===== config.mk =====
export PLATFORM = sky130hd
export DESIGN_NAME = can_crc_tx
export DESIGN_NICKNAME = d
export VERILOG_FILES = /design/src/rtl/can_pkg.sv /design/src/rtl/crc15_lfsr.sv /design/src/rtl/can_crc_tx.sv
export SDC_FILE = /design/constraint.sdc
export NUM_CORES = 1
export LEC_CHECK = 0
export CAP_MARGIN = 0
export CORE_AREA = 2 2 62 70
export DETAILED_ROUTE_END_ITERATION = 12
export DIE_AREA = 0 0 64 72
export GPL_TIMING_DRIVEN = 0
export MAX_ROUTING_LAYER = met4
export PLACE_DENSITY = 0.73
export SETUP_SLACK_MARGIN = 0.3
export SYNTH_ARGS = -nofsm -noshare
export SYNTH_HDL_FRONTEND = slang
export SYNTH_SLANG_ARGS = --single-unit

===== constraint.sdc =====
create_clock -name clk -period 5.2 [get_ports clk]
set_input_delay 0.78 -clock clk [delete_from_list [all_inputs] [get_ports clk]]
set_output_delay 0.78 -clock clk [all_outputs]
set_load 0.01 [all_outputs]

===== src/rtl/can_pkg.sv =====
// Shared CAN constants and types used by the TX CRC generator and the RX CRC checker.
package can_pkg;

    localparam int               CAN_CRC_WIDTH = 15;
    localparam logic [14:0]      CAN_CRC_POLY  = 15'h4599;
    localparam logic [14:0]      CAN_CRC_INIT  = 15'h0000;
    localparam logic             CAN_RECESSIVE = 1'b1;

    typedef enum logic [1:0] {
        IDLE     = 2'd0,
        ACCUM    = 2'd1,
        SEND_CRC = 2'd2,
        DELIM    = 2'd3
    } crc_tx_state_t;

endpackage


===== src/rtl/crc15_lfsr.sv =====
// Serial CRC register: load an initial value or fold one bit per enabled cycle.
module crc15_lfsr
    import can_pkg::*;
#(
    parameter int                 WIDTH = CAN_CRC_WIDTH,
    parameter logic [WIDTH-1:0]   POLY  = CAN_CRC_POLY
) (
    input  logic             clk,
    input  logic             rst,
    input  logic             load_i,
    input  logic [WIDTH-1:0] init_i,
    input  logic             en_i,
    input  logic             bit_i,
    output logic [WIDTH-1:0] crc_o
);

    logic [WIDTH-1:0] crc_q;
    logic [WIDTH-1:0] crc_d;

    function automatic logic [WIDTH-1:0] crc_step(input logic [WIDTH-1:0] crc, input logic b);
        logic nxt;
        nxt = b ^ crc[WIDTH-1];
        return {crc[WIDTH-2:0], 1'b0} ^ (nxt ? POLY : {WIDTH{1'b0}});
    endfunction

    // Next CRC value: load wins over fold
    always_comb begin
        if (load_i) begin
            crc_d = init_i;
        end else if (en_i) begin
            crc_d = crc_step(crc_q, bit_i);
        end else begin
            crc_d = crc_q;
        end
    end

    // CRC register
    always_ff @(posedge clk or posedge rst) begin
        if (rst) begin
            crc_q <= {WIDTH{1'b0}};
        end else begin
            crc_q <= crc_d;
        end
    end

    assign crc_o = crc_q;

endmodule


===== src/rtl/can_crc_tx.sv =====
// CAN transmit CRC: folds frame bits into CRC-15, then serialises the CRC and its delimiter.
module can_crc_tx
    import can_pkg::*;
#(
    parameter int                     CRC_WIDTH = CAN_CRC_WIDTH,
    parameter logic [CRC_WIDTH-1:0]   CRC_POLY  = CAN_CRC_POLY,
    parameter logic [CRC_WIDTH-1:0]   CRC_INIT  = CAN_CRC_INIT
) (
    input  logic                 clk,
    input  logic                 rst,
    input  logic                 bit_tick,
    input  logic                 stall,
    input  logic                 start,
    input  logic                 data_bit,
    input  logic                 crc_send,
    input  logic                 abort,
    output logic                 txd,
    output logic [CRC_WIDTH-1:0] crc_value,
    output logic                 in_crc_field,
    output logic                 busy,
    output logic                 done
);

    localparam int               CNT_W    = $clog2(CRC_WIDTH);
    localparam logic [CNT_W-1:0] CNT_ZERO = {CNT_W{1'b0}};
    localparam logic [CNT_W-1:0] CNT_ONE  = CNT_W'(1);
    localparam logic [CNT_W-1:0] CNT_LAST = CNT_W'(CRC_WIDTH - 1);

    crc_tx_state_t        state_q, state_d;
    logic [CRC_WIDTH-1:0] shreg_q, shreg_d;
    logic [CNT_W-1:0]     cnt_q, cnt_d;
    logic                 txd_q, txd_d;
    logic                 in_crc_q, in_crc_d;
    logic                 busy_q, busy_d;
    logic                 done_q, done_d;
    logic                 adv_s;
    logic                 lfsr_load_s;
    logic                 lfsr_en_s;

    assign adv_s = bit_tick & ~stall;

    crc15_lfsr #(
        .WIDTH (CRC_WIDTH),
        .POLY  (CRC_POLY)
    ) u_lfsr (
        .clk    (clk),
        .rst    (rst),
        .load_i (lfsr_load_s),
        .init_i (CRC_INIT),
        .en_i   (lfsr_en_s),
        .bit_i  (data_bit),
        .crc_o  (crc_value)
    );

    // State register
    always_ff @(posedge clk or posedge rst) begin
        if (rst) begin
            state_q <= IDLE;
        end else begin
            state_q <= state_d;
        end
    end

    // Next-state logic; abort and start override the per-state transitions
    always_comb begin
        state_d = state_q;
        if (abort) begin
            state_d = IDLE;
        end else if (start) begin
            state_d = ACCUM;
        end else begin
            case (state_q)
                IDLE:     state_d = IDLE;
                ACCUM:    state_d = crc_send ? SEND_CRC : ACCUM;
                SEND_CRC: state_d = (adv_s && (cnt_q == CNT_ZERO)) ? DELIM : SEND_CRC;
                DELIM:    state_d = adv_s ? IDLE : DELIM;
                default:  state_d = IDLE;
            endcase
        end
    end

    // Datapath and output next values; crc_send in ACCUM snapshots the CRC without folding data_bit
    always_comb begin
        shreg_d     = shreg_q;
        cnt_d       = cnt_q;
        txd_d       = txd_q;
        done_d      = 1'b0;
        lfsr_load_s = 1'b0;
        lfsr_en_s   = 1'b0;
        if (abort) begin
            txd_d = CAN_RECESSIVE;
            cnt_d = CNT_ZERO;
        end else if (start) begin
            lfsr_load_s = 1'b1;
            txd_d       = CAN_RECESSIVE;
            cnt_d       = CNT_ZERO;
        end else begin
            case (state_q)
                IDLE: begin
                    txd_d = CAN_RECESSIVE;
                end
                ACCUM: begin
                    if (crc_send) begin
                        shreg_d = crc_value;
                        cnt_d   = CNT_LAST;
                        txd_d   = crc_value[CRC_WIDTH-1];
                    end else if (adv_s) begin
                        lfsr_en_s = 1'b1;
                        txd_d     = data_bit;
                    end else begin
                        txd_d = txd_q;
                    end
                end
                SEND_CRC: begin
                    if (adv_s && (cnt_q != CNT_ZERO)) begin
                        shreg_d = {shreg_q[CRC_WIDTH-2:0], shreg_q[CRC_WIDTH-1]};
                        cnt_d   = cnt_q - CNT_ONE;
                        txd_d   = shreg_q[CRC_WIDTH-2];
                    end else if (adv_s) begin
                        txd_d = CAN_RECESSIVE;
                    end else begin
                        txd_d = txd_q;
                    end
                end
                DELIM: begin
                    txd_d  = CAN_RECESSIVE;
                    done_d = adv_s;
                end
                default: begin
                    txd_d = CAN_RECESSIVE;
                end
            endcase
        end
        in_crc_d = (state_d == SEND_CRC);
        busy_d   = (state_d != IDLE);
    end

    // Output and datapath registers
    always_ff @(posedge clk or posedge rst) begin
        if (rst) begin
            shreg_q  <= {CRC_WIDTH{1'b0}};
            cnt_q    <= CNT_ZERO;
            txd_q    <= CAN_RECESSIVE;
            in_crc_q <= 1'b0;
            busy_q   <= 1'b0;
            done_q   <= 1'b0;
        end else begin
            shreg_q  <= shreg_d;
            cnt_q    <= cnt_d;
            txd_q    <= txd_d;
            in_crc_q <= in_crc_d;
            busy_q   <= busy_d;
            done_q   <= done_d;
        end
    end

    assign txd          = txd_q;
    assign in_crc_field = in_crc_q;
    assign busy         = busy_q;
    assign done         = done_q;

endmodule


==> qor.yml <==
sta:
  slew_violations: 0
  setup_violations: 0
  fin_crit_ps: 2270
  grt_setup_unrepaired: "false"
  fin_setup_tns_ps: 0
  finalHoldViolations: 0
  fin_skew_ps: 5.63
  fmax_ghz: 0.441
  tightestPinTransition_ps: 829
  fin_crit_sh_pct: 43.6
  slew_headroom_pct: 44.7
cts:
  clock_path_buffers: 2
  ctsHoldBuffers: 0
  clock-sinks: 40
  clk_latency_ps: 290
  cts_buffers: 5
  cts_setup_buffers: 0
  cts-resized-gates: 0
  cts.htree.levels: 2
  path_clk_slew_ps: 80
  cts_root_buf: "clkbuf_8"
  cts_tree: "built"
global_routing:
  antenna_found_initial: 0
  grt_max_degree: 41
  grt_pass1_vias: 1538
  grt_overflow: 0
  grt_pass1_wl_um: 7890
  grt_usage_pct: 22.9
final_layout:
  nFillCells: 302
  syn_to_final_growth_pct: 20.3
  drive_above_1_share_pct: 9.79
  antenna_cells: 0
  nets: 248
  stdcell_area_mm2: 0.00250
drt:
  via_per_inst: 5.65
  drcViolationCount: 0
  drt-wirelength-per-cell_um: 16.1
  wirelength_um: 4630
  drt_iter0_drc: 117
  drt_pass1_iterations: 4
  ant_nets: 0
  vias: 1621
synthesis:
  synth_ff_type: "dfrtp_1"
  netlist.area_leader.share_pct: 46.9
  synthCells: 201
  ys_ff_latch: 40
  netlist_top_cells_area: "dfrtp_1, mux2i_1, a21oi_1"
  synthesis.area_mm2: 0.00208
  async_flop_share_pct: 100
  ys_types: 42
  syn-num-nets: 215
  syn_area_per_cell_um2: 10.3
  synth-seq-area-share_pct: 48.2
  synth-edff-count: 0
  yosysTopAreaCell: "dfrtp_1"
  ys_warn_count: 0
run:
  maxCapViolCount: 0
placement:
  place_congestion: 0.767
  dp_hpwl_um: 3120
  dpl_cell_area_mm2: 0.00240
  io_buffers: 26
hold_path:
  hold_end: "shreg_q[11]$_DFFE_PP0P_"
  hold_path_class: "reg -> reg"
  hold_depth: 2
  min-delay-start: "shreg_q[11]$_DFFE_PP0P_"
setup_path:
  r2r_cells: 6
  worst_setup_path_start_kind: "primary input"
  r2r_end: "shreg_q[1]$_DFFE_PP0P_"
  r2r-start: "state_q[0]$_DFF_PP0_"
  critPathKind: "in -> reg"
  rrSetupSlack_ps: 3260
  critPathMaxFanout: 10
  cp.arrival_ps: 2410
  required_ps: 5350
  endpoint_kind: "flip-flop"
power:
  p_leak_nw: 1.02
  peakVddDrop_uv: 242
  power_density_mw_per_mm2: 270
die:
  die_area_mm2: 0.00461
  start_util_pct: 53.7
  io_pins: 27
  core_area_mm2: 0.00387
  die_w_um: 64
  die_y_um: 72
  num_rows: 24
status:
  outcome: "finished clean"
==> flip-flops by register name, indices dropped and copies added (netlist names) <==
signal	cells
u_lfsr.crc_o	15
busy	1
in_crc_field	1
txd	1
done	1
shreg_q	15
state_q	2
cnt_q	4
==> worst max-delay path, cell delays in order <==
cell             delay [ps]
clkdlybuf4s50_1         450
or2_1                   340
nor2_1                  250
clkbuf_1                440
a31oi_1                 160
==> report_power, final <==
group	switching, mW	internal [mW]
clock network	0.115	0.107
registers	0.0216	0.343
logic	0.0504	0.0394
==> layout by cell type (no fill, tap or decap), types with 2 or more instances in the layout <==
cell type        count
clkdlybuf4s50_1     26
o21ai_0              2
xnor2_1              6
nand3_1             15
clkbuf_1             8
and3_1               2
nand2_1             22
o21ai_1              5
mux2i_1             17
dfrtp_1             39
clkbuf_8             6
ha_1                 6
a21oi_1             19
inv_1                5
clkinvlp_4           2
a211oi_1             2
buf_2                5
a31oi_1             15
o31ai_1              3
nor2_1               4
==> how the worst max path moves through the flow <==
stage,start,slack (ps),to
after floorplan,start,3430,shreg_q[10]$_DFFE_PP0P_
after global placement,rst,2620,shreg_q[8]$_DFFE_PP0P_
after detailed placement,start,2660,shreg_q[8]$_DFFE_PP0P_
after CTS,start,3000,shreg_q[2]$_DFFE_PP0P_
after global routing,start,2800,shreg_q[2]$_DFFE_PP0P_
final,start,2930,shreg_q[1]$_DFFE_PP0P_
==> synthesized netlist by cell type, types with 2 or more instances <==
| cell | count |
|---|---|
| o31ai_1 | 3 |
| xnor2_1 | 6 |
| nor2_1 | 4 |
| a21oi_1 | 19 |
| nand2_1 | 22 |
| ha_1 | 6 |
| inv_1 | 6 |
| mux2i_1 | 17 |
| o21ai_0 | 2 |
| dfrtp_1 | 39 |
| o21ai_1 | 5 |
| nand3_1 | 15 |
| a31oi_1 | 15 |
| and3_1 | 2 |
| clkbuf_1 | 8 |
| a211oi_1 | 2 |
| buf_2 | 5 |
==> per-layer routing <==
metal  track usage, %  routed length [µm]  vias to the layer above
li1                 -                   -                      786
met1             34.1                2330                      799
met2             31.7                2100                       32
met3             4.65                 155                        4
met4             6.52                  47                        0
met5                -                   0                        -
==> cell families (layout without fill, tap and decap cells) <==
kind of cell | count (synthesis) | count (layout) | share of synthesized area [%]
fa+ha+maj | 6 | 6 | 3.61
simple gates | 56 | 56 | 14.9
buf+inv | 21 | 55 | 4.45
xor+xnor | 7 | 7 | 3.31
compound gates | 54 | 54 | 17.3
mux | 17 | 17 | 8.18
flops | 40 | 40 | 48.2
==> metrics by stage <==
step                power, mW  hold slack [ps]  utilization (%)  std cells  worst slack [ps]
global route            0.713              592             64.6        287              2800
global placement        0.457              532             62.1        279              2620
detailed placement      0.460              541             62.1        279              2660
floorplan               0.428              514                -        201              3430
finish                  0.676              563             64.6        287              2930
CTS                     0.679              561             64.6        287              3000
==> area by class of cell <==
| cell class | count | area (µm²) | area share, % |
|---|---|---|---|
| repair buffers | 26 | 260 | 10.4 |
| well taps | 52 | 65.1 | 2.60 |
| inverters | 7 | 26.3 | 1.05 |
| flip-flops and latches | 40 | 1000 | 40.0 |
| multi-input cells | 140 | 985 | 39.3 |
| clock buffers | 6 | 82.6 | 3.30 |
| plain buffers | 14 | 66.3 | 2.65 |
| clock inverters | 2 | 15.0 | 0.600 |
No activity file was read; power rests on OpenSTA's default activity.
